File: config.mk
export PLATFORM = sky130hd
export DESIGN_NAME = robonaut_int_ctrl
export DESIGN_NICKNAME = d
export VERILOG_FILES = /design/src/rtl/robonaut_int_ctrl.sv
export SDC_FILE = /design/constraint.sdc
export NUM_CORES = 1
export LEC_CHECK = 0
export CAP_MARGIN = 5
export CORE_UTILIZATION = 60
export CTS_CLUSTER_DIAMETER = 200
export DETAILED_ROUTE_END_ITERATION = 16
export DONT_BUFFER_PORTS = 1
export PLACE_DENSITY_LB_ADDON = 0.05
export REMOVE_ABC_BUFFERS = 1
export SLEW_MARGIN = 20
export SYNTH_ARGS = -nofsm -noshare
export SYNTH_HDL_FRONTEND = slang
export SYNTH_SLANG_ARGS = --single-unit
File: constraint.sdc
create_clock -name clk -period 4 [get_ports clk]
set_clock_uncertainty 0.05 [all_clocks]
set_input_delay 1.2 -clock clk [delete_from_list [all_inputs] [get_ports clk]]
set_output_delay 1.2 -clock clk [all_outputs]
set_load 0.005 [all_outputs]
File: src/rtl/robonaut_int_ctrl.sv
`default_nettype none
// ============================================================================
// Module  : robonaut_int_ctrl
// Brief   : Eight-source prioritized interrupt controller with IO-bus IMR/IPR/
//           ISR/EOI registers and an interrupt/int_ack handshake to the CU.
// Rev     : 1.0 - initial release
// ============================================================================
module robonaut_int_ctrl #(
    parameter int          NUM_SRC  = 8,
    parameter logic [31:0] VEC_BASE = 32'h0000_0100
) (
    input  logic               clk,
    input  logic               reset,
    input  logic [NUM_SRC-1:0] irq_in,
    input  logic               io_cs_,
    input  logic               io_rd_,
    input  logic               io_wr_,
    input  logic [1:0]         io_addr,
    input  logic [7:0]         io_wdata,
    output logic [7:0]         io_rdata,
    output logic               interrupt,
    input  logic               int_ack,
    output logic [2:0]         int_id,
    output logic [31:0]        int_vec
);

    localparam logic [1:0] c_ADDR_IMR = 2'd0;
    localparam logic [1:0] c_ADDR_IPR = 2'd1;
    localparam logic [1:0] c_ADDR_ISR = 2'd2;
    localparam logic [1:0] c_ADDR_EOI = 2'd3;

    typedef enum logic [1:0] {
        S_IDLE   = 2'd0,
        S_ASSERT = 2'd1,
        S_ACK    = 2'd2,
        S_REL    = 2'd3
    } state_t;

    state_t r_state;
    state_t w_state_nxt;

    logic [7:0] r_sync1;
    logic [7:0] r_sync2;
    logic [7:0] r_prev;
    logic [7:0] r_imr;
    logic [7:0] r_ipr;
    logic [7:0] r_isr;
    logic [2:0] r_int_id;

    logic [7:0] w_edge;
    logic       w_wr;
    logic       w_rd;
    logic [7:0] w_isr_low;
    logic [7:0] w_prio;
    logic [7:0] w_elig;
    logic [7:0] w_win_oh;
    logic [2:0] w_win_id;
    logic       w_ack_take;
    logic [7:0] w_ipr_nxt;
    logic [7:0] w_isr_nxt;

    assign w_edge     = r_sync2 & ~r_prev;
    assign w_wr       = ~io_cs_ & ~io_wr_;
    assign w_rd       = ~io_cs_ & ~io_rd_;

    // Only sources strictly above the highest-priority in-service bit may nest.
    assign w_isr_low  = r_isr & (~r_isr + 8'd1);
    assign w_prio     = (r_isr == 8'd0) ? 8'hFF : (w_isr_low - 8'd1);
    assign w_elig     = r_ipr & ~r_imr & w_prio;
    assign w_win_oh   = w_elig & (~w_elig + 8'd1);
    assign w_ack_take = (r_state == S_ASSERT) && int_ack;

    always_comb begin
        w_win_id = 3'd0;
        for (int i = 7; i >= 0; i--) begin
            if (w_elig[i]) begin
                w_win_id = 3'(i);
            end
        end
    end

    // Order matters: W1C, then edge set (set wins), then ack clear (ack wins).
    always_comb begin
        w_ipr_nxt = r_ipr;
        if (w_wr && (io_addr == c_ADDR_IPR)) begin
            w_ipr_nxt = w_ipr_nxt & ~io_wdata;
        end
        w_ipr_nxt = w_ipr_nxt | w_edge;
        if (w_ack_take) begin
            w_ipr_nxt = w_ipr_nxt & ~w_win_oh;
        end
    end

    // EOI acts on the pre-edge ISR, so a same-cycle ack set is never undone.
    always_comb begin
        w_isr_nxt = r_isr;
        if (w_wr && (io_addr == c_ADDR_EOI)) begin
            w_isr_nxt = r_isr & ~w_isr_low;
        end
        if (w_ack_take) begin
            w_isr_nxt = w_isr_nxt | w_win_oh;
        end
    end

    always_comb begin
        w_state_nxt = r_state;
        case (r_state)
            S_IDLE: begin
                if (w_elig != 8'd0) begin
                    w_state_nxt = S_ASSERT;
                end
            end
            S_ASSERT: begin
                if (int_ack) begin
                    w_state_nxt = S_ACK;
                end else if (w_elig == 8'd0) begin
                    w_state_nxt = S_IDLE;
                end
            end
            S_ACK: begin
                w_state_nxt = int_ack ? S_REL : S_IDLE;
            end
            S_REL: begin
                if (!int_ack) begin
                    w_state_nxt = S_IDLE;
                end
            end
            default: w_state_nxt = S_IDLE;
        endcase
    end

    always_ff @(posedge clk or negedge reset) begin
        if (!reset) begin
            r_state  <= S_IDLE;
            r_sync1  <= 8'd0;
            r_sync2  <= 8'd0;
            r_prev   <= 8'd0;
            r_imr    <= 8'hFF;
            r_ipr    <= 8'd0;
            r_isr    <= 8'd0;
            r_int_id <= 3'd0;
        end else begin
            r_state <= w_state_nxt;
            r_sync1 <= irq_in;
            r_sync2 <= r_sync1;
            r_prev  <= r_sync2;
            r_ipr   <= w_ipr_nxt;
            r_isr   <= w_isr_nxt;
            if (w_wr && (io_addr == c_ADDR_IMR)) begin
                r_imr <= io_wdata;
            end
            if (w_ack_take) begin
                r_int_id <= w_win_id;
            end
        end
    end

    always_comb begin
        io_rdata = 8'h00;
        if (w_rd) begin
            case (io_addr)
                c_ADDR_IMR: io_rdata = r_imr;
                c_ADDR_IPR: io_rdata = r_ipr;
                c_ADDR_ISR: io_rdata = r_isr;
                default:    io_rdata = 8'h00;
            endcase
        end
    end

    assign interrupt = (r_state == S_ASSERT);
    assign int_id    = r_int_id;
    assign int_vec   = VEC_BASE + {27'd0, r_int_id, 2'b00};

endmodule
`default_nettype wire
======== After elaboration in Yosys (flattened, before gate mapping) ========
Cells that the tools add are included.
word-level totals
  register bits after elaboration ......... 53
  input bits .............................. 24
  output and inout bits ................... 44
  logic and storage cells ................. 74
cells by class
  add/sub/neg operators ................... 4
  eq/ne operators ......................... 9
  muxes and demuxes ....................... 21
  bitwise gates (word level) .............. 22
  reduce and logical (&&, ||, !) cells .... 10
operator list
  cell                                                                      number
  8-bit bitwise AND                                                         8
  8-bit inverter                                                            7
  8-bit two-way mux                                                         6
  3-bit two-way mux                                                         8
  8-bit case mux with 3 select lines                                        1
  8-bit by 1-bit adder with 8-bit output (second input constant)            2
  8-bit logical NOT                                                         2
  8-bit OR                                                                  2
  9-bit by 5-bit adder with 10-bit output (first input constant)            1
  2-bit two-way mux                                                         5
  2-bit == test (second input constant)                                     4
  2-bit case mux with 4 select lines                                        1
  8-bit nonzero test                                                        1
  8-bit by 1-bit subtractor with 8-bit output (second input constant)       1
  2-bit by 1-bit == test with 1-bit output (second input constant)          2
  1-bit logical AND                                                         4
  2-bit logical NOT                                                         2
  2-bit inequality test (second input constant)                             2
  3-bit by 1-bit inequality test with 1-bit output (second input constant)  1
  1-bit inverter                                                            3
  3-bit AND reduction                                                       1
  1-bit bitwise AND                                                         2

======== Longest topological paths before layout ========
Gate-level depths: netlist (run 1).
  depth in word-level cells ............... 14
  gate-level depth with buffers ........... 6
  mapped depth without buffers ............ 4

======== Worst setup path after synthesis (run 1) ========
OpenSTA, ideal clock, no wires.
  path type ............................... in2out
  start point ............................. in io_addr[1]
  end point ............................... out io_rdata[0]
  data arrival time ....................... 2,046 ps
  required time ........................... 2,750 ps
  path slack .............................. 704 ps
  cell stages on the path ................. 5
  path buffers ............................ 2
  path through ............................ buf_1 > nor2b_1 > clkbuf_1 > a21oi_1 > nor2_1
on the way
  longest elaborated chain between the ends .. 3
  elaborated cells between the ends (all ways) .. 5
  those cells by class .................... 2 x eq/ne; 2 x mux; 1 x reduce/logical
RTL lines
  item                                   line  source
  start, declared                        18    input logic [1:0] io_addr,
  2-bit == test (tied with other cells)  161   case (io_addr)
  8-bit case mux with 3 select lines *   161
  8-bit two-way mux *                    160   if (w_rd) begin
  end, declared                          20    output logic [7:0] io_rdata,
Every way passes the cells marked *; elsewhere a longest branch is shown, timed or not.

======== Worst setup path in the final report (run 1) ========
  start point ............................. in io_addr[1]
  end point ............................... out io_rdata[4]
Same word-level chain as after synthesis.

==> results of run 1 <==
sequential cells by signal, summed over array words and instances, names as in the netlist:
register / flops
int_id: 3
r_sync1: 8
r_imr: 8
r_state: 2
r_prev: 8
r_isr: 8
r_ipr: 8
r_sync2: 8
placed cells by master (no fill, tap or decap), types with 2 or more instances in the layout:
cell and count:
sky130_fd_sc_hd__nor2b_1 11, sky130_fd_sc_hd__dfstp_2 8, sky130_fd_sc_hd__conb_1 29, sky130_fd_sc_hd__dfrtp_1 45, sky130_fd_sc_hd__nand4_1 2, sky130_fd_sc_hd__nor2_1 29, sky130_fd_sc_hd__o31ai_1 4, sky130_fd_sc_hd__nand3_1 3
sky130_fd_sc_hd__or3b_2 3, sky130_fd_sc_hd__inv_1 2, sky130_fd_sc_hd__nand2b_1 3, sky130_fd_sc_hd__clkbuf_8 5, sky130_fd_sc_hd__or2_2 4, sky130_fd_sc_hd__o21ai_1 2, sky130_fd_sc_hd__or4_4 2, sky130_fd_sc_hd__nand2_1 16
sky130_fd_sc_hd__a21oi_1 16, sky130_fd_sc_hd__a31oi_1 4, sky130_fd_sc_hd__mux2_2 8, sky130_fd_sc_hd__o21ai_0 10, sky130_fd_sc_hd__mux2i_1 8
worst min path at each step:
| stage | startpoint | endpoint | slack [ns] |
|---|---|---|---|
| after floorplan | r_sync1[0] | r_sync2[0] | 0.28 |
| after global placement | r_sync1[0] | r_sync2[0] | 0.28 |
| after detailed placement | r_sync1[1] | r_sync2[1] | 0.29 |
| after CTS | r_sync1[1] | r_sync2[1] | 0.31 |
| after global routing | r_sync1[1] | r_sync2[1] | 0.31 |
| final | r_sync1[1] | r_sync2[1] | 0.31 |
cell families after synthesis:
logic type	Yosys count	share of synthesized area
and+or+nand+nor	81	0.174
buffers and inverters	39	0.110
DFF	53	0.532
other	2	0.00299
muxes	16	0.0677
AOI/OAI and AO/OA	46	0.114
worst reg2reg max path, stage by stage (launching register included):
cell	delay (ns)
sky130_fd_sc_hd__dfrtp_1	0.50
sky130_fd_sc_hd__or4b_1	0.26
sky130_fd_sc_hd__nand4_1	0.31
sky130_fd_sc_hd__or2_2	0.46
sky130_fd_sc_hd__o32a_1	0.36
through the flow:
stage / utilization / std cells / power (mW)
finish: 0.631 / 285 / 1.48
global route: 0.631 / 285 / 1.57
CTS: 0.631 / 285 / 1.49
detailed placement: 0.602 / 277 / 1.12
global placement: 0.602 / 277 / 1.11
floorplan: - / 227 / 1.03
report_power, final:
group	leakage [nW]	switching, mW	internal (mW)
Clock	0.0543	0.175	0.187
Sequential	0.609	0.105	0.654
Combinational	0.414	0.205	0.155
final cells by class:
type | count | area [um^2] | area share
multi-input cells | 172 | 1000 | 0.397
inverters | 2 | 7.51 | 0.00298
clock inverters | 3 | 46.3 | 0.0184
well taps | 50 | 62.6 | 0.0248
clock buffers | 5 | 68.8 | 0.0273
flip-flops and latches | 53 | 1340 | 0.530
routing by layer:
metal  global-route usage  wire length, um  vias up
li1                     -                -      753
met1                0.330             2040      798
met2                0.345             2280       57
met3               0.0599              275        5
met4               0.0798               63        0
met5                    0                0        -
==> metrics.cfg, run 1 <==
[run_status]
result_of_the_run = completed

[drt]
totalWireLength_um = 4660
post_route_ant_nets = 0
drc = 0
vias_per_cell = 5.66
drt_iter0_markers = 119
num_vias = 1613
dr.pass1.iters = 4
routedWlPerCell_um = 16.3

[die]
fp.coreArea_um2 = 4000
floorplan.initialDensity = 0.628
chipWidth_um = 66.7
design.die.area_um2 = 4450
std_cell_rows = 23
chipHeight_um = 66.7
io_count = 68

[grt]
grt_pass1_vias = 1442
antenna_found_initial = 0
first_pass_grt_wire_length_um = 7300
grt_remaining_overflow = 0
grt_start_max_net_pins = 54
gr-usage-all-layers = 0.232

[timing]
max-slew-margin-rel = 0.337
setup_violations = 0
rsz0062_at_grt = no
timing_worst_slew_pin_value_ns = 0.992
fin_hold_ws_ns = 0.307
hold_violations = 0
finalWorstSetupSlack_ns = 0.719
setup_total_negative_slack_ns = 0
fmax_mhz = 305
finalMaxSlewViolations = 0
min_period_over_period = 0.820
fin_crit_ns = 3.28

[cts]
htreeDepth = 2
cts.path.max_buffers = 2
cts_sinks = 53
clock_tree.root_cell = sky130_fd_sc_hd__clkbuf_8
post-cts-setup-buffer-count = 0
cts_tree = built
clkLatencyLatePin_ns = 0.31
path_clk_slew_ns = 0.09
cts_repair_resize_count = 0
quantity_of_hold_fixing_buffers_added_after_cts = 0
numCtsBuffers = 5

[critical_path]
regToRegSetupSlack_ns = 1.94
worst_r2r_startpoint = r_isr[0]
kind_of_end_point_of_the_critical_path = output port
critPathTopFamily = simple AND/OR/NAND/NOR gates
critPathKind = in2out
crit_path_start = io_addr[1]
critical_path_required_ns = 2.75
cp_peak_stage_delay_ns = 0.51
worst-r2r-cell-count = 4
critical_path.startpoint_type = input pin
slowest_stage_cell_crit_path = sky130_fd_sc_hd__nor2b_1
capture_point_of_the_worst_path = io_rdata[4]
timing.critical_path.fanout_max = 12
cp_num_buf_inv = 0
worstReg2RegEnd = r_ipr[6]
cp_cell_instances = nor2b_1, a21oi_1, nor2_1
crit_arrival_ns = 2.03
number_of_stages_on_the_worst_setup_path = 3

[placement]
routabilityCongestion = 0.880
dpl_cell_area_um2 = 2410
io_buffers = 0
detailedPlace.worstSlack_ns = 0.724
post-dp-hpwl_um = 3320

[logic_synthesis]
synthesis.instances = 237
synth_enable_flop_cells = 0
ys.flop_type = sky130_fd_sc_hd__dfrtp_1
synth_warnings = 0
avg_synthesized_cell_area_um2 = 10.6
synthDominantCellAreaShare = 0.448
ys_ff_latch = 53
ys_types = 43
ys_top_cells_by_area = sky130_fd_sc_hd__dfrtp_1, sky130_fd_sc_hd__buf_4, sky130_fd_sc_hd__dfstp_2, sky130_fd_sc_hd__nor2_1, sky130_fd_sc_hd__mux2_2
synth.largest_area_cell = sky130_fd_sc_hd__dfrtp_1
yosysSeqAreaShare = 0.532
synthesis.area_um2 = 2510
netlist_top_cells_count = sky130_fd_sc_hd__dfrtp_1, sky130_fd_sc_hd__buf_4, sky130_fd_sc_hd__nor2_1, sky130_fd_sc_hd__a21oi_1, sky130_fd_sc_hd__nand2_1
asyncSetResetFlopFracSynth = 1.00
synth_most_common_cell = sky130_fd_sc_hd__dfrtp_1

[power_and_ir_drop]
power.leakage_nw = 1.08
power_per_cell_area_nw_per_um2 = 587
power.ir.vdd_worst_v = 0.000306

[job]
max-cap-violations = 0

[worst_hold_path]
hold_path_class = reg2reg
hold_path_depth = 0

[layout]
fillerInstances = 343
antenna_cells = 0
syn_to_final_growth_pct = 0.398
final_design_area_no_fill_um2 = 2520
drive_gt1_frac = 0.157
num-nets-final = 258

(Power assumes the default switching activity.)
==> run 2, diff against run 1 <==
--- a/config.mk
+++ b/config.mk
@@ -6,7 +6,7 @@
 export NUM_CORES = 1
 export LEC_CHECK = 0
 export CAP_MARGIN = 5
-export CORE_UTILIZATION = 60
+export CORE_UTILIZATION = 56
 export CTS_CLUSTER_DIAMETER = 200
 export DETAILED_ROUTE_END_ITERATION = 16
 export DONT_BUFFER_PORTS = 1
==> constraint.sdc (replaced) <==
create_clock -name clk -period 2.7 [get_ports clk]
set_clock_uncertainty 0.05 [all_clocks]
set_input_delay 0.81 -clock clk [delete_from_list [all_inputs] [get_ports clk]]
set_output_delay 0.81 -clock clk [all_outputs]
set_load 0.005 [all_outputs]
==> run 2 against run 1 <==
Net effect: sequential share of layout area rose by 0.13 points; power rose by 40%; non-clock buffer count is 3 higher; core utilization shrank 2.3 points; sequential power increased by 48%; via count increased by 1.3%; clock-buffer cell count is the same; critical path depth grew 1; final cell count rose by 1.1%; sequential cell count stayed put; global-route usage shrank 1.7 points; combinational power increased by 48%; critical endpoint is now io_rdata[1].
==> metrics.cfg, run 2 (synthesized netlist as in run 1, its figures left out) <==
[run_status]
result_of_the_run = completed  ; unchanged

[cts]
clock_tree.root_cell = sky130_fd_sc_hd__clkbuf_8  ; unchanged
cts.path.max_buffers = 2  ; unchanged
post-cts-setup-buffer-count = 0  ; unchanged
cts_tree = built  ; unchanged
numCtsBuffers = 5  ; unchanged
htreeDepth = 2  ; unchanged
path_clk_slew_ns = 0.09  ; about the same
clkLatencyLatePin_ns = 0.30  ; was 0.31 ns
quantity_of_hold_fixing_buffers_added_after_cts = 0  ; unchanged
cts_sinks = 53  ; unchanged
cts_repair_resize_count = 0  ; unchanged

[critical_path]
worstReg2RegEnd = r_isr[6]  ; was r_ipr[6]
crit_arrival_ns = 1.49  ; was 2.03 ns
cp_num_buf_inv = 1  ; was 0
cp_peak_stage_delay_ns = 0.24  ; was 0.51 ns
critPathTopFamily = simple AND/OR/NAND/NOR gates  ; unchanged
slowest_stage_cell_crit_path = sky130_fd_sc_hd__nor2b_1  ; unchanged
timing.critical_path.fanout_max = 12  ; unchanged
critical_path.startpoint_type = input pin  ; unchanged
regToRegSetupSlack_ns = 0.68  ; was 1.94 ns
worst-r2r-cell-count = 4  ; unchanged
kind_of_end_point_of_the_critical_path = output port  ; unchanged
cp_cell_instances = nor2b_1, buf_4, a21oi_1, nor2_1  ; was nor2b_1, a21oi_1, nor2_1
critPathKind = in2out  ; unchanged
critical_path_required_ns = 1.84  ; was 2.75 ns
worst_r2r_startpoint = r_isr[0]  ; unchanged

[layout]
fillerInstances = 355  ; was 343
syn_to_final_growth_pct = 0.149  ; was 0.398%
num-nets-final = 261  ; was 258
multi_input_area_um2 = 1000  ; unchanged
antenna_cells = 0  ; unchanged
drive_gt1_frac = 0.168  ; was 0.157
most_common_cell_after_layout_fill_and_taps_aside = sky130_fd_sc_hd__dfrtp_1  ; unchanged
finalNonFillerCells = 288  ; was 285
seq_area_um2 = 1340  ; unchanged
layout.cells.most_common_list = sky130_fd_sc_hd__dfrtp_1, sky130_fd_sc_hd__nor2_1, sky130_fd_sc_hd__conb_1  ; unchanged

[drt]
num_vias = 1634  ; was 1,613
vias_per_cell = 5.67  ; was 5.66
drt_iter0_markers = 67  ; was 119
routedWlPerCell_um = 15.3  ; was 16.3 um
dr.pass1.iters = 4  ; unchanged
drc = 0  ; unchanged
post_route_ant_nets = 0  ; unchanged
totalWireLength_um = 4390  ; was 4660 um

[placement]
io_buffers = 0  ; unchanged
post-dp-hpwl_um = 3290  ; was 3320 um
routabilityCongestion = 0.858  ; was 0.880
dpl.cell_count = 280  ; was 277

[die]
fp.coreArea_um2 = 4140  ; was 4000 um^2
std_cell_rows = 23  ; unchanged
chipWidth_um = 69.0  ; was 66.7 um
io_count = 68  ; unchanged
design.die.area_um2 = 4760  ; was 4450 um^2
chipHeight_um = 69.0  ; was 66.7 um
floorplan.initialDensity = 0.606  ; was 0.628

[timing]
rsz0062_at_grt = no  ; unchanged
finalMaxSlewViolations = 0  ; unchanged
fin_crit_ns = 2.35
fmax_mhz = 426
timing_worst_slew_pin_value_ns = 0.593  ; was 0.992 ns
setup_total_negative_slack_ns = 0  ; unchanged
setup_violations = 0  ; unchanged
max-slew-margin-rel = 0.604  ; was 0.337
hold_violations = 0  ; unchanged
min_period_over_period = 0.870

[grt]
gr-usage-all-layers = 0.215  ; was 0.232
grt_remaining_overflow = 0  ; unchanged
grt_pass1_vias = 1550  ; was 1,442
first_pass_grt_wire_length_um = 7200  ; was 7300 um
grt_start_max_net_pins = 54  ; unchanged
antenna_found_initial = 0  ; unchanged

[power_and_ir_drop]
power.leakage_nw = 1.08  ; about the same
power.ir.vdd_worst_v = 0.000403  ; was 0.000306 V
power_per_cell_area_nw_per_um2 = 823  ; was 587 nW/um^2

[worst_hold_path]
hold_path_class = in2async  ; was reg2reg

[job]
max-cap-violations = 0  ; unchanged

==> run 2: how the worst max path moves through the flow <==
stage	startpoint	end	slack (ns)	cells after the start
final	io_addr[1]	io_rdata[1]	0.35	4
after floorplan	io_addr[1]	io_rdata[0]	0.48	3
after detailed placement	io_addr[1]	io_rdata[4]	0.36	4
after global routing	io_addr[1]	io_rdata[1]	0.29	4
after global placement	io_addr[1]	io_rdata[4]	0.41	4
after CTS	io_addr[1]	io_rdata[4]	0.36	4
==> run 2: layout make-up <==
type,count,area share
well taps,50,0.0249
inverters,2,0.00298
clock inverters,3,0.00696
clock buffers,5,0.0273
flip-flops and latches,53,0.531
multi-input cells,172,0.398
repair buffers,3,0.00895
==> run 2: routing by layer <==
metal / track usage / wire length [um] / vias to the layer above
met5: 0 / 0 / -
li1: - / - / 755
met4: 0.0689 / 55 / 0
met3: 0.0724 / 386 / 6
met1: 0.282 / 1920 / 792
met2: 0.335 / 2030 / 81
==> run 2: metrics by stage <==
stage | hold slack (ns) | utilization | worst slack [ns] | power [mW] | cell area, um^2
global route | 0.113 | 0.607 | 0.287 | 2.22 | 2520
global placement | 0.281 | 0.586 | 0.409 | 1.65 | 2430
finish | 0.142 | 0.607 | 0.352 | 2.07 | 2520
detailed placement | 0.286 | 0.586 | 0.360 | 1.66 | 2430
CTS | 0.129 | 0.607 | 0.359 | 2.08 | 2520
floorplan | 0.281 | - | 0.476 | 1.52 | 2340
==> run 2: report_power, final <==
part,switching [mW],internal (mW),total (mW)
Combinational,0.300,0.232,0.532
Clock,0.236,0.179,0.415
Sequential,0.156,0.969,1.12
